File: config.mk
export PLATFORM = sky130hd
export DESIGN_NAME = execute_mdu_flat
export DESIGN_NICKNAME = d
export VERILOG_FILES = /design/src/rtl/execute_mdu_if.sv /design/src/rtl/execute_mdu.sv /design/src/flat_wrapper.sv
export SDC_FILE = /design/constraint.sdc
export NUM_CORES = 1
export LEC_CHECK = 0
export CAP_MARGIN = 20
export CORE_ASPECT_RATIO = 0.7
export CORE_UTILIZATION = 35
export CTS_CLUSTER_DIAMETER = 30
export DETAILED_ROUTE_END_ITERATION = 8
export DONT_BUFFER_PORTS = 1
export PLACE_DENSITY = 0.48
export SETUP_SLACK_MARGIN = 0.1
export SLEW_MARGIN = 15
export SYNTH_ARGS = -nofsm -noshare
export SYNTH_HDL_FRONTEND = slang
export SYNTH_SLANG_ARGS = --single-unit
File: constraint.sdc
create_clock -name clk -period 11.39 [get_ports clk]
set_clock_uncertainty 0.05 [all_clocks]
set_input_delay 2.278 -clock clk [delete_from_list [all_inputs] [get_ports clk]]
set_output_delay 2.278 -clock clk [all_outputs]
set_load 0.02 [all_outputs]
File: src/rtl/execute_mdu_if.sv
// EX-stage bundle: ID/EX operands and controls in, results and the stall request out.
// The master side is the surrounding pipeline and the slave side is execute_mdu.
interface execute_mdu_if #(
  parameter int DATA_W = 32,
  parameter int REG_W  = 5
);
  logic              in_valid;
  logic              flush;
  logic [1:0]        alu_op;
  logic [5:0]        funct;
  logic              alu_src;
  logic              regdest;
  logic [1:0]        fwdA;
  logic [1:0]        fwdB;
  logic [DATA_W-1:0] rs_data;
  logic [DATA_W-1:0] rt_data;
  logic [DATA_W-1:0] exmem_fwd;
  logic [DATA_W-1:0] memwb_fwd;
  logic [DATA_W-1:0] imm;
  logic [REG_W-1:0]  rt_addr;
  logic [REG_W-1:0]  rd_addr;
  logic [DATA_W-1:0] alu_result;
  logic [DATA_W-1:0] store_data;
  logic [REG_W-1:0]  write_reg;
  logic              zero;
  logic              ex_stall;
  logic [DATA_W-1:0] hi;
  logic [DATA_W-1:0] lo;

  modport master (
    output in_valid, flush, alu_op, funct, alu_src, regdest, fwdA, fwdB,
           rs_data, rt_data, exmem_fwd, memwb_fwd, imm, rt_addr, rd_addr,
    input  alu_result, store_data, write_reg, zero, ex_stall, hi, lo
  );

  modport slave (
    input  in_valid, flush, alu_op, funct, alu_src, regdest, fwdA, fwdB,
           rs_data, rt_data, exmem_fwd, memwb_fwd, imm, rt_addr, rd_addr,
    output alu_result, store_data, write_reg, zero, ex_stall, hi, lo
  );
endinterface

File: src/rtl/execute_mdu.sv
// MIPS EX stage: forwarding, ALU, destination mux, plus an iterative
// multiply/divide unit (one bit per cycle) that owns the HI/LO registers.
module execute_mdu #(
  parameter int DATA_W = 32,
  parameter int REG_W  = 5
) (
  input logic         clk,
  input logic         reset,
  execute_mdu_if.slave ex
);
  localparam int CNT_W = (DATA_W > 1) ? $clog2(DATA_W) : 1;

  typedef enum logic [1:0] {IDLE, BUSY, DONE} mduState_t;
  typedef enum logic [3:0] {
    ALU_ADD, ALU_SUB, ALU_AND, ALU_OR, ALU_NOR,
    ALU_SLT, ALU_SLTU, ALU_MFHI, ALU_MFLO, ALU_ZERO
  } aluCtl_t;

  mduState_t           state, stateNext;
  aluCtl_t             aluCtl;
  logic [DATA_W-1:0]   opA, opB, aluB, aluResult;
  logic [REG_W-1:0]    writeReg;
  logic                isMulDiv, start, exStall, doStep, lastStep;

  logic [2*DATA_W-1:0] acc, accNext;
  logic [DATA_W-1:0]   opnd, hiReg, loReg, hiFinal, loFinal;
  logic [CNT_W-1:0]    cnt;
  logic                divOp, negRes, negRem;
  logic                signedOp, aNeg, bNeg;
  logic [DATA_W-1:0]   magA, magB;
  logic [DATA_W:0]     mulSum, divDiff;
  logic [2*DATA_W-1:0] prodFinal;

  // Forwarding muxes; 11 falls back to the ID/EX value.
  always_comb begin
    unique case (ex.fwdA)
      2'b10:   opA = ex.exmem_fwd;
      2'b01:   opA = ex.memwb_fwd;
      default: opA = ex.rs_data;
    endcase
    unique case (ex.fwdB)
      2'b10:   opB = ex.exmem_fwd;
      2'b01:   opB = ex.memwb_fwd;
      default: opB = ex.rt_data;
    endcase
  end

  assign aluB     = ex.alu_src ? ex.imm : opB;
  assign writeReg = ex.regdest ? ex.rd_addr : ex.rt_addr;
  assign isMulDiv = (ex.alu_op == 2'b10) && (ex.funct inside {6'h18, 6'h19, 6'h1A, 6'h1B});

  always_comb begin
    // NOTE: every combinational output gets a default first so no path can infer a latch.
    aluCtl = ALU_ADD;
    unique case (ex.alu_op)
      2'b01: aluCtl = ALU_SUB;
      2'b10: begin
        unique case (ex.funct)
          6'h20, 6'h21: aluCtl = ALU_ADD;
          6'h22, 6'h23: aluCtl = ALU_SUB;
          6'h24:        aluCtl = ALU_AND;
          6'h25:        aluCtl = ALU_OR;
          6'h27:        aluCtl = ALU_NOR;
          6'h2A:        aluCtl = ALU_SLT;
          6'h2B:        aluCtl = ALU_SLTU;
          6'h10:        aluCtl = ALU_MFHI;
          6'h12:        aluCtl = ALU_MFLO;
          default:      aluCtl = ALU_ZERO;
        endcase
      end
      default: aluCtl = ALU_ADD;
    endcase
  end

  always_comb begin
    aluResult = '0;
    unique case (aluCtl)
      ALU_ADD:  aluResult = opA + aluB;
      ALU_SUB:  aluResult = opA - aluB;
      ALU_AND:  aluResult = opA & aluB;
      ALU_OR:   aluResult = opA | aluB;
      ALU_NOR:  aluResult = ~(opA | aluB);
      ALU_SLT:  aluResult = DATA_W'($signed(opA) < $signed(aluB));
      ALU_SLTU: aluResult = DATA_W'(opA < aluB);
      ALU_MFHI: aluResult = hiReg;
      ALU_MFLO: aluResult = loReg;
      default:  aluResult = '0;
    endcase
  end

  // Start is masked during reset so the stall drops the moment reset rises.
  assign start    = !reset && (state == IDLE) && ex.in_valid && isMulDiv;
  assign lastStep = (cnt == CNT_W'(DATA_W - 1));

  always_ff @(posedge clk or posedge reset) begin
    // NOTE: sequential state uses non-blocking assignment so all flops update together.
    if (reset) state <= IDLE;
    else       state <= stateNext;
  end

  always_comb begin
    stateNext = state;
    unique case (state)
      IDLE:    if (start) stateNext = BUSY;
      BUSY:    if (ex.flush) stateNext = IDLE;
               else if (lastStep) stateNext = DONE;
      DONE:    stateNext = IDLE;
      default: stateNext = IDLE;
    endcase
  end

  always_comb begin
    exStall = start || (state == BUSY);
    doStep  = (state == BUSY) && !ex.flush;
  end

  // Operands are reduced to magnitudes; funct[0] marks unsigned, funct[1] marks divide.
  assign signedOp = !ex.funct[0];
  assign aNeg     = signedOp && opA[DATA_W-1];
  assign bNeg     = signedOp && opB[DATA_W-1];
  assign magA     = aNeg ? -opA : opA;
  assign magB     = bNeg ? -opB : opB;

  // acc low half holds multiplier (mul) or dividend/quotient (div); high half is partial result.
  always_comb begin
    mulSum  = {1'b0, acc[2*DATA_W-1:DATA_W]} + (acc[0] ? {1'b0, opnd} : '0);
    divDiff = acc[2*DATA_W-1:DATA_W-1] - {1'b0, opnd};
    if (!divOp)             accNext = {mulSum, acc[DATA_W-1:1]};
    else if (!divDiff[DATA_W]) accNext = {divDiff[DATA_W-1:0], acc[DATA_W-2:0], 1'b1};
    else                    accNext = {acc[2*DATA_W-2:0], 1'b0};
  end

  // A zero divisor leaves quotient all ones and remainder |dividend|; only the remainder sign is restored.
  always_comb begin
    prodFinal = negRes ? -accNext : accNext;
    if (divOp) begin
      loFinal = (negRes && (opnd != '0)) ? -accNext[DATA_W-1:0] : accNext[DATA_W-1:0];
      hiFinal = negRem ? -accNext[2*DATA_W-1:DATA_W] : accNext[2*DATA_W-1:DATA_W];
    end else begin
      loFinal = prodFinal[DATA_W-1:0];
      hiFinal = prodFinal[2*DATA_W-1:DATA_W];
    end
  end

  always_ff @(posedge clk or posedge reset) begin
    if (reset) begin
      acc    <= '0;
      opnd   <= '0;
      cnt    <= '0;
      divOp  <= 1'b0;
      negRes <= 1'b0;
      negRem <= 1'b0;
      hiReg  <= '0;
      loReg  <= '0;
    end else if (start) begin
      acc    <= {{DATA_W{1'b0}}, magA};
      opnd   <= magB;
      cnt    <= '0;
      divOp  <= ex.funct[1];
      negRes <= aNeg ^ bNeg;
      negRem <= aNeg;
    end else if (doStep) begin
      acc <= accNext;
      cnt <= cnt + CNT_W'(1);
      if (lastStep) begin
        hiReg <= hiFinal;
        loReg <= loFinal;
      end
    end
  end

  assign ex.alu_result = aluResult;
  assign ex.store_data = opB;
  assign ex.write_reg  = writeReg;
  assign ex.zero       = (aluResult == '0);
  assign ex.ex_stall   = exStall;
  assign ex.hi         = hiReg;
  assign ex.lo         = loReg;
endmodule

File: src/flat_wrapper.sv
// flat-port wrapper written by rule: the top's interface ports become plain ports
module execute_mdu_flat 
#(
  parameter int DATA_W = 32,
  parameter int REG_W  = 5
)
  (clk, reset, ex_in_valid, ex_flush, ex_alu_op, ex_funct, ex_alu_src, ex_regdest, ex_fwdA, ex_fwdB, ex_rs_data, ex_rt_data, ex_exmem_fwd, ex_memwb_fwd, ex_imm, ex_rt_addr, ex_rd_addr, ex_alu_result, ex_store_data, ex_write_reg, ex_zero, ex_ex_stall, ex_hi, ex_lo);
  execute_mdu_if #(.DATA_W(DATA_W), .REG_W(REG_W)) ex_i ();
  input logic clk;
  input logic reset;
  input wire logic [$bits(ex_i.in_valid)-1:0] ex_in_valid;
  input wire logic [$bits(ex_i.flush)-1:0] ex_flush;
  input wire logic [$bits(ex_i.alu_op)-1:0] ex_alu_op;
  input wire logic [$bits(ex_i.funct)-1:0] ex_funct;
  input wire logic [$bits(ex_i.alu_src)-1:0] ex_alu_src;
  input wire logic [$bits(ex_i.regdest)-1:0] ex_regdest;
  input wire logic [$bits(ex_i.fwdA)-1:0] ex_fwdA;
  input wire logic [$bits(ex_i.fwdB)-1:0] ex_fwdB;
  input wire logic [$bits(ex_i.rs_data)-1:0] ex_rs_data;
  input wire logic [$bits(ex_i.rt_data)-1:0] ex_rt_data;
  input wire logic [$bits(ex_i.exmem_fwd)-1:0] ex_exmem_fwd;
  input wire logic [$bits(ex_i.memwb_fwd)-1:0] ex_memwb_fwd;
  input wire logic [$bits(ex_i.imm)-1:0] ex_imm;
  input wire logic [$bits(ex_i.rt_addr)-1:0] ex_rt_addr;
  input wire logic [$bits(ex_i.rd_addr)-1:0] ex_rd_addr;
  output wire logic [$bits(ex_i.alu_result)-1:0] ex_alu_result;
  output wire logic [$bits(ex_i.store_data)-1:0] ex_store_data;
  output wire logic [$bits(ex_i.write_reg)-1:0] ex_write_reg;
  output wire logic [$bits(ex_i.zero)-1:0] ex_zero;
  output wire logic [$bits(ex_i.ex_stall)-1:0] ex_ex_stall;
  output wire logic [$bits(ex_i.hi)-1:0] ex_hi;
  output wire logic [$bits(ex_i.lo)-1:0] ex_lo;
  assign ex_i.in_valid = ex_in_valid;
  assign ex_i.flush = ex_flush;
  assign ex_i.alu_op = ex_alu_op;
  assign ex_i.funct = ex_funct;
  assign ex_i.alu_src = ex_alu_src;
  assign ex_i.regdest = ex_regdest;
  assign ex_i.fwdA = ex_fwdA;
  assign ex_i.fwdB = ex_fwdB;
  assign ex_i.rs_data = ex_rs_data;
  assign ex_i.rt_data = ex_rt_data;
  assign ex_i.exmem_fwd = ex_exmem_fwd;
  assign ex_i.memwb_fwd = ex_memwb_fwd;
  assign ex_i.imm = ex_imm;
  assign ex_i.rt_addr = ex_rt_addr;
  assign ex_i.rd_addr = ex_rd_addr;
  assign ex_alu_result = ex_i.alu_result;
  assign ex_store_data = ex_i.store_data;
  assign ex_write_reg = ex_i.write_reg;
  assign ex_zero = ex_i.zero;
  assign ex_ex_stall = ex_i.ex_stall;
  assign ex_hi = ex_i.hi;
  assign ex_lo = ex_i.lo;
  execute_mdu #(.DATA_W(DATA_W), .REG_W(REG_W)) u_core (.clk(clk), .reset(reset), .ex(ex_i));
endmodule
## Word level (Yosys, flattened, before mapping)

Cells that the tools add are included.

- Register bits after elaboration: 170
- Bits of input ports: 188
- Output and inout port bits: 135
- Logic and storage cells: 106

- Add/subtract/negate cells: 10
- Magnitude comparators: 2
- Eq/ne operators: 33
- Mux-type cells: 25
- Bitwise logic cells: 5
- Reductions and logical operators: 22

Operators by type and width:

| kind | count |
|---|---|
| 2-to-1 mux 64 bit | 5 |
| case mux 32 bit (9 select lines) | 1 |
| 2-to-1 mux 32 bit | 8 |
| negation 32 bit | 4 |
| case mux 32 bit (2 select lines) | 2 |
| < comparator 32 bit | 2 |
| negation 64 bit | 1 |
| equality test 6 bit (second input constant) | 9 |
| equality test 6 x 5 -> 1 bit (second input constant) | 6 |
| case mux 4 bit (9 select lines) | 1 |
| adder 32 x 33 -> 33 bit | 1 |
| subtractor 33 x 32 -> 33 bit | 1 |
| adder 32 bit | 1 |
| AND 32 bit | 1 |
| logical NOT 32 bit | 1 |
| inverter 32 bit | 1 |
| bitwise OR 32 bit | 1 |
| nonzero test 32 bit | 1 |
| subtractor 32 bit | 1 |
| equality test 4 x 3 -> 1 bit (second input constant) | 4 |
| 2-to-1 mux 5 bit | 3 |
| equality test 2 x 1 -> 1 bit (second input constant) | 4 |
| equality test 4 x 2 -> 1 bit (second input constant) | 2 |
| logical AND 1 bit | 8 |
| 21 further kinds | 28 |

## Longest topological paths before layout

- Depth after elaboration: 7
- Depth in mapped cells: 26
- Gate-level depth less buffers: 24

## Worst setup path before layout

OpenSTA, ideal clock, no wires.

- Path type: input port to output port
- From: in ex_fwdA[0]
- To: out ex_zero
- Arrival: 8.399 ns
- Data required time: 9.062 ns
- Slack: 0.663 ns
- Stages on the path: 24
- Path buffers: 4
- Path through: inv_1 ha_1 clkbuf_1 buf_1 buf_1 clkbuf_1 a21oi_1 inv_1 ha_1 inv_1 fa_1 nor2b_1 o21ai_0 a21bo_2 a2111o_1 a21oi_1 o21ai_0 o21ai_0 o221a_2 o21ai_0 or4_1 or4_1 or4_1 nor4_2

- Word-level cells in the longest chain between the ends: 6
- Elaborated cells between the ends (all ways): 12
- Classes of those cells: 2 x add/sub; 2 x order compare; 2 x eq/ne; 2 x mux; 3 x bitwise; 1 x reduce/logical

Ends and longest elaborated chain:

| item | RTL line | source |
|---|---|---|
| start: declaration | flat_wrapper.sv:17 | `input wire logic [$bits(ex_i.fwdA)-1:0] ex_fwdA;` |
| equality test 2 x 1 -> 1 bit / equality test 2 bit (equally long branches) | execute_mdu.sv:36 | `unique case (ex.fwdA)` |
| case mux 32 bit (2 select lines) * | execute_mdu.sv:36 |  |
| branches (longest 2 deep; another with subtractor 32 bit) | - |  |
| case mux 32 bit (9 select lines) * | execute_mdu.sv:77 | `unique case (aluCtl)` |
| named net ex_alu_result[20] | flat_wrapper.sv:26 | `output wire logic [$bits(ex_i.alu_result)-1:0] ex_alu_result;` |
| logical NOT 32 bit * | execute_mdu.sv:175 | `assign ex.zero = (aluResult == '0);` |
| end: declaration | flat_wrapper.sv:29 | `output wire logic [$bits(ex_i.zero)-1:0] ex_zero;` |

Mark *: on every way through the listed nets, which the timed path passes.

## Worst setup path after layout

- From: in ex_fwdB[0]
- To: out ex_zero

- Word-level cells in the longest chain between the ends: 7
- Elaborated cells between the ends (all ways): 13
- Classes of those cells: 2 x add/sub; 2 x order compare; 2 x eq/ne; 3 x mux; 3 x bitwise; 1 x reduce/logical

Ends and longest elaborated chain:

| item | RTL line | source |
|---|---|---|
| start: declaration | flat_wrapper.sv:18 | `input wire logic [$bits(ex_i.fwdB)-1:0] ex_fwdB;` |
| equality test 2 x 1 -> 1 bit / equality test 2 bit (equally long branches) | execute_mdu.sv:41 | `unique case (ex.fwdB)` |
| case mux 32 bit (2 select lines) * | execute_mdu.sv:41 |  |
| 2-to-1 mux 32 bit * | execute_mdu.sv:48 | `assign aluB = ex.alu_src ? ex.imm : opB;` |
| branches (longest 2 deep; another with subtractor 32 bit) | - |  |
| case mux 32 bit (9 select lines) * | execute_mdu.sv:77 |  |
| logical NOT 32 bit * | execute_mdu.sv:175 |  |

Every way passes the cells marked *.

==> metrics <==
clock sink count=170; Static Leak=10.4 nW; Ys Warns=0; Crit. End Element=output port; Post-Route WL=120000 µm; internal reg-to-reg setup slack=2690 ps; Mapped Cells=3085; Hold Crit Start=u_core.negRes; hold slack=461 ps; Pre-antenna DRT Iters=8; clock tree root buffer cell=clkbuf_16; largest net degree at the start of global routing=104; Area Growth Syn to Fin=8.52%; clock period minus worst slack=11050 ps; worst setup path start=ex_fwdB[0]; Reg2Reg Depth=27; CTS tree=built; CP endpoint=ex_zero; die width=303 µm; Via-to-Cell Ratio=6.46; post-synthesis sequential area ratio=19.2%; commonest non-fill, non-tap cells in the layout=nand2_1, o21ai_0, nor2_1; Cell Area, Synth=22100 µm²; DRT iter0 DRCs=3454; Worst Tran Pin Value=1230 ps; final setup vio count=0; R2R Path End=u_core.ex.hi[26]; core area=62000 µm²; final worst-path cycle share=97.0%; DR WL/cell=30.9 µm; Power Dens Cells=191 nW/µm²; CP arrival=8720 ps; input/output buffers=0; DIE HEIGHT=212 µm; Final ANT Viol Nets=0; Die ar.=64300 µm²; FMAX=0.0905 GHz; final core occ=38.8%; CTS buffer count=17; endpoints failing hold=0; first-pass GRT wire length=168000 µm; required time worst endpoint=9060 ps; maxcap violations=0; Synth cell types=95; worst hold path type=reg -> reg; r2r startpoint=u_core.acc[31]; global placer's final weighted congestion=1.03; Worst slew margin=17.1%; RSZ-0062 raised after global routing=false; asr flop ratio synth=100%; initial antenna violation count=12; grt ovf=0; GRT Resource Usage Total=36.1%; Final Instance Area=24000 µm²; Reg clk slew, reported paths=70 ps; IO Pins=323; most common cell after layout, fill and taps aside=nand2_1; fin nets=3403; routed vias=25100; vias in the first global route=22200; Residual DRC=0; clk_lat worst skew=450 ps; placed cell areas=23400 µm²; CP Class=in -> out; CP Launch Type=primary input; EDFF count, synth=0; layout cells sized above 1=7.37%; Avg Cell Area, Syn=7.18 µm²; hpwl dp=98200 µm; Slew Limit Fails=0; Yosys reg bits=170; maximum vdd drop=0.000138 V; CTS max path bufs=2; dominant synthesized flop cell=dfrtp_1; status=finished, final reports clean; row cnt=76; fill count=6661; CTS H-tree depth=4; Post-Syn Nets=3449; CP Max Fanout=19; Initial Util=35.7%; # hold bufs at CTS=0; setup_tns=0 ps
-- Yosys cell counts (49+ instances only) --
master / n / share of area [%]
o21ai_0: 321 / 7.3
nand3_1: 88 / 2.0
nor2_1: 229 / 3.9
xnor2_1: 117 / 4.6
a22oi_1: 68 / 2.3
and2_1: 49 / 1.4
xor2_1: 71 / 2.8
clkbuf_1: 144 / 2.4
dfrtp_1: 170 / 19
inv_1: 181 / 3.1
a21oi_1: 211 / 4.8
nand2_1: 382 / 6.5
ha_1: 172 / 9.7
nor3_1: 67 / 1.5
a31oi_1: 57 / 1.6
-- cell families (layout without fill, tap and decap cells) --
kind of cell	after synthesis	after routing	share of synthesized area, %
xor+xnor	188	188	7.44
fa+ha+maj	176	176	10.1
flops	170	170	19.2
mux	48	48	2.27
simple gates	1032	1032	22.1
compound gates	1095	1095	32.4
other cells	0	4	0
buf+inv	376	343	6.52
-- cell type report --
cell class              instances  area (µm²)  share of cell area [%]
repair buffers                128         958                    3.99
inverters                     183         692                    2.88
diodes                          4        10.0                  0.0417
multi-input cells            2539       16500                    68.7
clock buffers                  18         439                    1.83
clock inverters                14         135                   0.562
well taps                     819        1020                    4.26
flip-flops and latches        170        4260                    17.7
-- how the worst min path moves through the flow --
stage / slack, ps / cells after the start / end
after floorplan: 420 / 2 / u_core.cnt[4]
after global placement: 420 / 2 / u_core.negRes
after detailed placement: 440 / 2 / u_core.negRes
after CTS: 450 / 2 / u_core.negRes
after global routing: 470 / 2 / u_core.negRes
final: 460 / 2 / u_core.negRes
-- what timing repair did --
item / in CTS / in global routing
cloned: 0 / 0
setup buffers: 0 / 0
gates resized for setup: 1 / 9
setup endpoints to repair: 1 / 1
-- stage by stage --
step | cells | total power [mW] | setup slack (ps)
2_1_floorplan | 3085 | 2.80 | 663
3_3_place_gp | 3837 | 3.87 | 144
3_5_place_dp | 3837 | 3.87 | 53.6
4_1_cts | 3869 | 4.48 | 240
5_1_grt | 3873 | 4.86 | 115
6_report | 3875 | 4.59 | 342
-- state kept, by name, summed over array words and instances, names as in the netlist --
| register | cells |
|---|---|
| u_core.ex.hi | 32 |
| u_core.ex.lo | 32 |
| u_core.negRem | 1 |
| u_core.cnt | 5 |
| u_core.opnd | 32 |
| u_core.state | 2 |
| u_core.divOp | 1 |
| u_core.negRes | 1 |
| u_core.acc | 64 |
-- routing by layer --
layer	global-route usage (%)	up-vias	share of wire, %
li1	-	11200	-
met1	57.1	12300	48
met2	48.1	1383	39
met3	8.16	125	10
met4	7.95	8	2.4
met5	0	-	0.046
-- report_power, final --
part           internal, mW  switching, mW
sequential            0.679          0.172
combinational          1.07           2.08
clock                 0.312          0.283
total                  2.06           2.53
-- critical path, stage by stage --
cell and delay [ps]:
inv_1 40, ha_1 500, buf_4 340, a221o_1 250, o21ai_0 360, o21ai_0 550, buf_4 270, inv_1 80
ha_1 350, nor2_1 320, nand2_1 160, nor3_1 150, o31ai_1 160, a311oi_2 430, o31ai_1 150, o21ai_0 280
a2111oi_0 140, or3b_2 520, or4_1 590, or4_1 430, nor4_2 160, buf_4 180
No activity file was read; power rests on OpenSTA's default activity.
